$ cat config.mk
export PLATFORM = sky130hd
export DESIGN_NAME = inv_converter_scan_flat
export DESIGN_NICKNAME = d
export VERILOG_FILES = /design/src/rtl/inv_converter_scan_pkg.sv /design/src/rtl/inv_converter_scan_if.sv /design/src/rtl/inv_converter_scan_prio_enc.sv /design/src/rtl/inv_converter_scan.sv /design/src/flat_wrapper.sv
export SDC_FILE = /design/constraint.sdc
export NUM_CORES = 1
export LEC_CHECK = 0
export ABC_AREA = 1
export CORE_UTILIZATION = 60
export DETAILED_ROUTE_END_ITERATION = 6
export DONT_BUFFER_PORTS = 1
export GPL_TIMING_DRIVEN = 0
export PLACE_DENSITY_LB_ADDON = 0.12
export REMOVE_ABC_BUFFERS = 1
export SETUP_SLACK_MARGIN = 0.4
export SYNTH_ARGS = -nofsm -noshare
export SYNTH_HDL_FRONTEND = slang
export SYNTH_HIERARCHICAL = 1
export SYNTH_SLANG_ARGS = --single-unit
$ cat constraint.sdc
create_clock -name clk_i -period 1.9 [get_ports clk_i]
set_clock_uncertainty 0.2 [all_clocks]
set_input_delay 0.38 -clock clk_i [delete_from_list [all_inputs] [get_ports clk_i]]
set_output_delay 0.38 -clock clk_i [all_outputs]
set_load 0.01 [all_outputs]
$ cat src/rtl/inv_converter_scan_pkg.sv
// Shared definitions for the 3-bit <-> 4-bit code converter pair.
// The forward converter and the inverse scanner both read CODE_TABLE,
// so the two directions always agree on the mapping.
package inv_conv_pkg;

    localparam int IDX_W  = 3;
    localparam int CODE_W = 4;
    localparam int N_IDX  = 1 << IDX_W;

    // Index -> code. Entry [i] is the code for index i.
    // Codes 0, 3, 7 and 10-15 never appear.
    // Code 1 appears twice (indices 0 and 4).
    localparam logic [N_IDX-1:0][CODE_W-1:0] CODE_TABLE = {
        4'd9,   // 7
        4'd6,   // 6
        4'd4,   // 5
        4'd1,   // 4
        4'd2,   // 3
        4'd5,   // 2
        4'd8,   // 1
        4'd1    // 0
    };

    typedef enum logic [1:0] {
        IDLE = 2'd0,
        EMIT = 2'd1,
        MISS = 2'd2
    } state_t;

    // Forward direction: index to code.
    function automatic logic [CODE_W-1:0] fwd_code(input logic [IDX_W-1:0] idx);
        return CODE_TABLE[idx];
    endfunction

    // Compares one code against every table entry at once.
    // The result has one bit per matching index.
    function automatic logic [N_IDX-1:0] hit_mask(input logic [CODE_W-1:0] code);
        logic [N_IDX-1:0] m;
        m = '0;
        for (int i = 0; i < N_IDX; i++) begin
            m[i] = (CODE_TABLE[i] == code);
        end
        return m;
    endfunction

    // Counts the set bits of a hit mask. The result ranges from 0 to 8.
    function automatic logic [3:0] count_ones(input logic [N_IDX-1:0] m);
        logic [3:0] c;
        c = '0;
        for (int i = 0; i < N_IDX; i++) begin
            c = c + {3'd0, m[i]};
        end
        return c;
    endfunction

endpackage

$ cat src/rtl/inv_converter_scan_if.sv
// Request/response bundle between a code consumer and inv_converter_scan.
// The master side issues codes and sinks index beats.
// The slave side is the scanner. rsp_count_o exists only with INV_CONV_COUNT_EN.
interface inv_converter_scan_if;
    import inv_conv_pkg::*;

    logic              req_valid_i;
    logic              req_ready_o;
    logic [CODE_W-1:0] req_data_i;
    logic              rsp_valid_o;
    logic              rsp_ready_i;
    logic [IDX_W-1:0]  rsp_index_o;
    logic              rsp_hit_o;
    logic              rsp_last_o;
`ifdef INV_CONV_COUNT_EN
    logic [3:0]        rsp_count_o;

    modport master (output req_valid_i, req_data_i, rsp_ready_i,
                    input  req_ready_o, rsp_valid_o, rsp_index_o, rsp_hit_o,
                           rsp_last_o, rsp_count_o);
    modport slave  (input  req_valid_i, req_data_i, rsp_ready_i,
                    output req_ready_o, rsp_valid_o, rsp_index_o, rsp_hit_o,
                           rsp_last_o, rsp_count_o);
`else
    modport master (output req_valid_i, req_data_i, rsp_ready_i,
                    input  req_ready_o, rsp_valid_o, rsp_index_o, rsp_hit_o,
                           rsp_last_o);
    modport slave  (input  req_valid_i, req_data_i, rsp_ready_i,
                    output req_ready_o, rsp_valid_o, rsp_index_o, rsp_hit_o,
                           rsp_last_o);
`endif
endinterface

$ cat src/rtl/inv_converter_scan_prio_enc.sv
// Lowest-set-bit priority encoder over an 8-bit hit mask.
// Purely combinational, with zero latency and no backpressure.
// one_hot is also true for an all-zero mask; nonzero separates those two cases.
module inv_conv_prio_enc
    import inv_conv_pkg::*;
(
    input  logic [N_IDX-1:0] mask,
    output logic [IDX_W-1:0] lo_idx,
    output logic             one_hot,
    output logic             nonzero
);

    // Scan from the top down, so the lowest set bit is the last one written.
    always_comb begin
        lo_idx = '0;
        for (int i = N_IDX - 1; i >= 0; i--) begin
            if (mask[i]) begin
                lo_idx = IDX_W'(i);
            end
        end
        one_hot = ((mask & (mask - N_IDX'(1))) == '0);
        nonzero = |mask;
    end

endmodule

$ cat src/rtl/inv_converter_scan.sv
// Reverse code lookup. It streams every index whose table code matches the request.
// The first response beat appears one cycle after acceptance, then one beat per cycle.
// Response outputs hold while ready is low. No new request is taken until the last beat.
// Optional rsp_count_o output is enabled with INV_CONV_COUNT_EN.
module inv_converter_scan
    import inv_conv_pkg::*;
#(
    parameter bit FIRST_ONLY = 1'b0
) (
    input  logic                 clk_i,
    input  logic                 rst_i,
    inv_converter_scan_if.slave  bus
);

    state_t           state, state_nxt;
    logic [N_IDX-1:0] mask, mask_nxt;
    logic [N_IDX-1:0] req_mask, req_mask_sel;
    logic [IDX_W-1:0] lo_idx;
    logic             one_hot, nonzero;
    logic             accept;

    inv_conv_prio_enc u_prio_enc (
        .mask    (mask),
        .lo_idx  (lo_idx),
        .one_hot (one_hot),
        .nonzero (nonzero)
    );

    // Match the incoming code against the whole table.
    // Optionally keep only the lowest match.
    always_comb begin
        req_mask     = hit_mask(bus.req_data_i);
        req_mask_sel = FIRST_ONLY ? (req_mask & (~req_mask + N_IDX'(1))) : req_mask;
    end

    assign accept = (state == IDLE) && bus.req_valid_i;

    // Next-state logic: load the mask on acceptance and peel one bit per handshake.
    always_comb begin
        state_nxt = state;
        mask_nxt  = mask;
        case (state)
            IDLE: begin
                if (bus.req_valid_i) begin
                    mask_nxt  = req_mask_sel;
                    state_nxt = (|req_mask_sel) ? EMIT : MISS;
                end
            end
            EMIT: begin
                if (bus.rsp_ready_i) begin
                    mask_nxt = mask & ~(N_IDX'(1) << lo_idx);
                    if (one_hot || !nonzero) begin
                        state_nxt = IDLE;
                    end
                end
            end
            MISS: begin
                if (bus.rsp_ready_i) begin
                    state_nxt = IDLE;
                end
            end
            default: begin
                state_nxt = IDLE;
                mask_nxt  = '0;
            end
        endcase
    end

    // State and mask registers. Reset drops any in-flight request.
    always_ff @(posedge clk_i) begin
        if (rst_i) begin
            state <= IDLE;
            mask  <= '0;
        end else begin
            state <= state_nxt;
            mask  <= mask_nxt;
        end
    end

    // Response outputs depend only on state and mask. No req_* signal reaches them combinationally.
    always_comb begin
        bus.req_ready_o = (state == IDLE) && !rst_i;
        bus.rsp_valid_o = (state == EMIT) || (state == MISS);
        bus.rsp_hit_o   = (state == EMIT);
        bus.rsp_index_o = (state == EMIT) ? lo_idx : '0;
        bus.rsp_last_o  = (state == MISS) || ((state == EMIT) && one_hot);
    end

`ifdef INV_CONV_COUNT_EN
    logic [3:0] count;

    // Full table match count, captured at acceptance even in FIRST_ONLY mode.
    // It clears once the request completes.
    always_ff @(posedge clk_i) begin
        if (rst_i) begin
            count <= '0;
        end else if (accept) begin
            count <= count_ones(req_mask);
        end else if (bus.rsp_valid_o && bus.rsp_ready_i && bus.rsp_last_o) begin
            count <= '0;
        end
    end

    assign bus.rsp_count_o = count;
`else
    logic unused_accept;
    assign unused_accept = accept;
`endif

endmodule

$ cat src/flat_wrapper.sv
// flat-port wrapper written by rule: the top's interface ports become plain ports
module inv_converter_scan_flat import inv_conv_pkg::*;
#(
    parameter bit FIRST_ONLY = 1'b0
)
  (clk_i, rst_i, bus_req_valid_i, bus_req_data_i, bus_rsp_ready_i, bus_req_ready_o, bus_rsp_valid_o, bus_rsp_index_o, bus_rsp_hit_o, bus_rsp_last_o);
  inv_converter_scan_if bus_i ();
  input  logic clk_i;
  input  logic rst_i;
  input wire logic [$bits(bus_i.req_valid_i)-1:0] bus_req_valid_i;
  input wire logic [$bits(bus_i.req_data_i)-1:0] bus_req_data_i;
  input wire logic [$bits(bus_i.rsp_ready_i)-1:0] bus_rsp_ready_i;
  output wire logic [$bits(bus_i.req_ready_o)-1:0] bus_req_ready_o;
  output wire logic [$bits(bus_i.rsp_valid_o)-1:0] bus_rsp_valid_o;
  output wire logic [$bits(bus_i.rsp_index_o)-1:0] bus_rsp_index_o;
  output wire logic [$bits(bus_i.rsp_hit_o)-1:0] bus_rsp_hit_o;
  output wire logic [$bits(bus_i.rsp_last_o)-1:0] bus_rsp_last_o;
  assign bus_i.req_valid_i = bus_req_valid_i;
  assign bus_i.req_data_i = bus_req_data_i;
  assign bus_i.rsp_ready_i = bus_rsp_ready_i;
  assign bus_req_ready_o = bus_i.req_ready_o;
  assign bus_rsp_valid_o = bus_i.rsp_valid_o;
  assign bus_rsp_index_o = bus_i.rsp_index_o;
  assign bus_rsp_hit_o = bus_i.rsp_hit_o;
  assign bus_rsp_last_o = bus_i.rsp_last_o;
  inv_converter_scan #(.FIRST_ONLY(FIRST_ONLY)) u_core (.clk_i(clk_i), .rst_i(rst_i), .bus(bus_i));
endmodule
==> qor.csv <==
stage,metric,value,unit
route,dr.pass1.iters,7,
floorplan,num_rows,13,
timing,fin_tns_setup,-2.00,ns
timing,drv_slew,0,
cells_and_area,final_nets,178,
cells_and_area,syn_to_final_growth,43.5,%
cells_and_area,stdcell_count,180,
synth,ys_seq_area_share,22.3,%
cells_and_area,fin_util,95.4,%
clock_network,clockRootBuffer,clkbuf_4,
timing,hold_violations,0,
route,drc,0,
route,drt_wl_total,4080,um
worst_setup_path,r2r_cells,10,
timing,tightest_slew,0.380,ns
floorplan,die_height,40.7,um
place,dp_hpwl,1460,um
worst_setup_path,reg2reg_slack,-0.33,ns
power_and_ir_drop,pwr_density_cell,671,nW/um^2
power_and_ir_drop,peakVddDrop,0.000470,V
power_and_ir_drop,leakagePower,0.599,nW
route,ant_nets,0,
grt,grt_use_total,40.2,%
worst_setup_path,start_kind,register,
grt,antenna_found_initial,0,
worst_setup_path,cp-end-kind,register,
timing,fmax,448,MHz
grt,grt_pass1_wl,4260,um
floorplan,die-area,1650,um^2
grt,grt_overflow_total,0,
clock_network,cts_inserted_buffers,3,
floorplan,initial_core_util,66.5,%
clock_network,clock_sinks,10,
synth,syn_area,897,um^2
timing,slew_headroom,74.5,%
grt,grt_pass1_vias,1035,
min_path,holdPathStages,2,
cells_and_area,antenna_cells,0,
place,place_inst,158,
synth,yosys_warnings,6,
clock_network,clockBufferDepth,2,
floorplan,fp.coreArea,1350,um^2
min_path,hold_class,primary input to register,
timing,fin_ws,-0.331,ns
min_path,hold_end,u_core/mask[1],
clock_network,clk_pin_slew_worst_paths,0.06,ns
synth,synth_cell_types,25,
min_path,worstHoldStart,bus_req_data_i[3],
clock_network,clkLatencyLatePin,0.27,ns
timing,setup_viol,12,
route,avgRoutedWirePerCell,22.7,um
worst_setup_path,r2r_start,u_core/mask[1],
run_status,violations,setup timing,
grt,grt_max_degree,10,
worst_setup_path,r2r-end,u_core/mask[4],
timing,grt_setup_unrepaired,yes,
timing,min_period,2.23,ns
clock_network,cts_tree,yes,
route,vias,1290,
place,io_buffer_count,0,
cells_and_area,layout-drive-gt1-share,46.7,%
run,drv_cap,0,
clock_network,htreeDepth,1,
worst_setup_path,cp_max_fo,5,
floorplan,die_x,40.7,um
floorplan,pin_count,15,
run_status,run_status,finished with violations,
route,first_iter_violations,108,
synth,syn_avg_cell_area,6.23,um^2
worst_setup_path,crit_arrival,2.22,ns
timing,period_share,117,%
synth,synth_cells,144,
worst_setup_path,path_class,register to register,
route,viasPerCell,7.17,
place,place_congestion,0.717,
synth,synth_seq_cells,10,
worst_setup_path,crit_required,1.89,ns
[worst max-delay path by stage]
| stage | start | slack, ns | end | cells after the start |
|---|---|---|---|---|
| global route | u_core/mask[1] | -0.39 | u_core/mask[4] | 8 |
| global placement | u_core/mask[5] | 0.009 | u_core/mask[7] | 11 |
| CTS | u_core/mask[0] | -0.08 | bus_rsp_last_o | 7 |
| floorplan | u_core/mask[5] | 0.20 | u_core/mask[7] | 11 |
| detailed placement | u_core/mask[5] | -0.04 | u_core/mask[7] | 11 |
| finish | u_core/mask[1] | -0.33 | u_core/mask[4] | 10 |
[layer usage]
| metal | global-route usage (%) | share of wire (%) | vias up |
|---|---|---|---|
| met4 | 32.5 | 12 | 0 |
| li1 | - | - | 511 |
| met5 | 0 | 0 | - |
| met1 | 39.0 | 33 | 559 |
| met2 | 70.6 | 41 | 153 |
| met3 | 10.9 | 14 | 67 |
[sequential cells by signal (all words and copies together), names as in the netlist]
name and flops:
u_core/mask 8, u_core/state 2
[power breakdown]
part	switching [mW]	internal, mW
logic	0.285	0.188
clock network	0.0780	0.0734
registers	0.0203	0.220
total	0.383	0.481
[synth_stat cells]
| cell type | number | area share [%] |
|---|---|---|
| nand4_1 | 2 | 1.4 |
| nand2_2 | 4 | 2.8 |
| nand2_4 | 1 | 1.3 |
| o21ai_2 | 2 | 2.0 |
| nand2_1 | 33 | 14 |
| ha_1 | 3 | 4.2 |
| nor2_2 | 1 | 0.70 |
| nand3_1 | 14 | 7.8 |
| o21ai_1 | 6 | 3.3 |
| a21oi_1 | 8 | 4.5 |
| inv_2 | 1 | 0.42 |
| nand4_2 | 1 | 1.4 |
| nor3_1 | 11 | 6.1 |
| dfxtp_1 | 10 | 22 |
| nor3_2 | 1 | 1.1 |
| nor3_4 | 1 | 1.8 |
| buf_6 | 1 | 1.3 |
| o21ai_0 | 5 | 2.8 |
| nor2_1 | 6 | 2.5 |
| or2_0 | 1 | 0.70 |
| o21bai_1 | 1 | 0.84 |
| a21boi_1 | 1 | 0.84 |
| nor2_4 | 4 | 5.0 |
| or2_1 | 1 | 0.70 |
| inv_1 | 25 | 10 |
[critical path: stages (launching register included)]
cell and delay [ns]:
dfxtp_4 0.36, nor2_4 0.23, buf_4 0.16, buf_6 0.09
a21boi_4 0.22, buf_6 0.15, buf_6 0.11, nor3_1 0.07
o21ai_1 0.25, nand2_1 0.13, a21oi_2 0.17
[cell type report]
cell class / count / area [um^2]
multi-input combinational: 107 / 743
tap: 15 / 18.8
inverter: 26 / 108
clock buffer: 3 / 22.5
timing repair buffer: 19 / 171
sequential: 10 / 224
fill: 38 / 62.6
[metrics by stage]
| stage | total power [mW] | hold slack (ns) | cell area (um^2) | setup WS (ns) |
|---|---|---|---|---|
| after detailed placement | 0.472 | 0.253 | 905 | -0.0378 |
| after floorplan | 0.433 | 0.249 | 886 | 0.197 |
| after global placement | 0.464 | 0.251 | 905 | 0.00933 |
| after CTS | 0.745 | 0.0563 | 1190 | -0.0810 |
| after global routing | 0.892 | 0.0665 | 1290 | -0.392 |
| final | 0.864 | 0.0805 | 1290 | -0.331 |
[kinds of logic after synthesis]
kind of cell,synth area share [%]
AOI/OAI and AO/OA,14.2
adders and majority gates,4.18
buffers and inverters,12.1
DFF,22.3
and+or+nand+nor,47.1
[cell usage in the layout (no fill, tap or decap), types with 3 or more instances in the layout]
cell type,synthesis,routed
inv_2,1,6
inv_1,25,17
nor2_2,1,4
buf_4,0,11
nand3_1,14,12
nand2_4,1,3
a21oi_2,0,3
dfxtp_2,0,4
o21ai_1,6,8
o21ai_2,2,3
nand2_1,33,30
clkbuf_4,0,3
buf_6,1,7
nor3_2,1,5
a21oi_1,8,4
nand2_2,4,5
dfxtp_4,0,5
nor2_4,4,5
nor3_1,11,6
[what timing repair did]
| action | 4_1_cts | 5_1_grt |
|---|---|---|
| pin swaps | 13 | 15 |
| hold buffers | 1 | 0 |
| setup buffers | 16 | 2 |
| hold endpoints to repair | 4 | 0 |
| endpoints found under the setup margin | 17 | 17 |
| resized for setup | 49 | 20 |
Note: power is estimated with default switching activity, not from simulation.
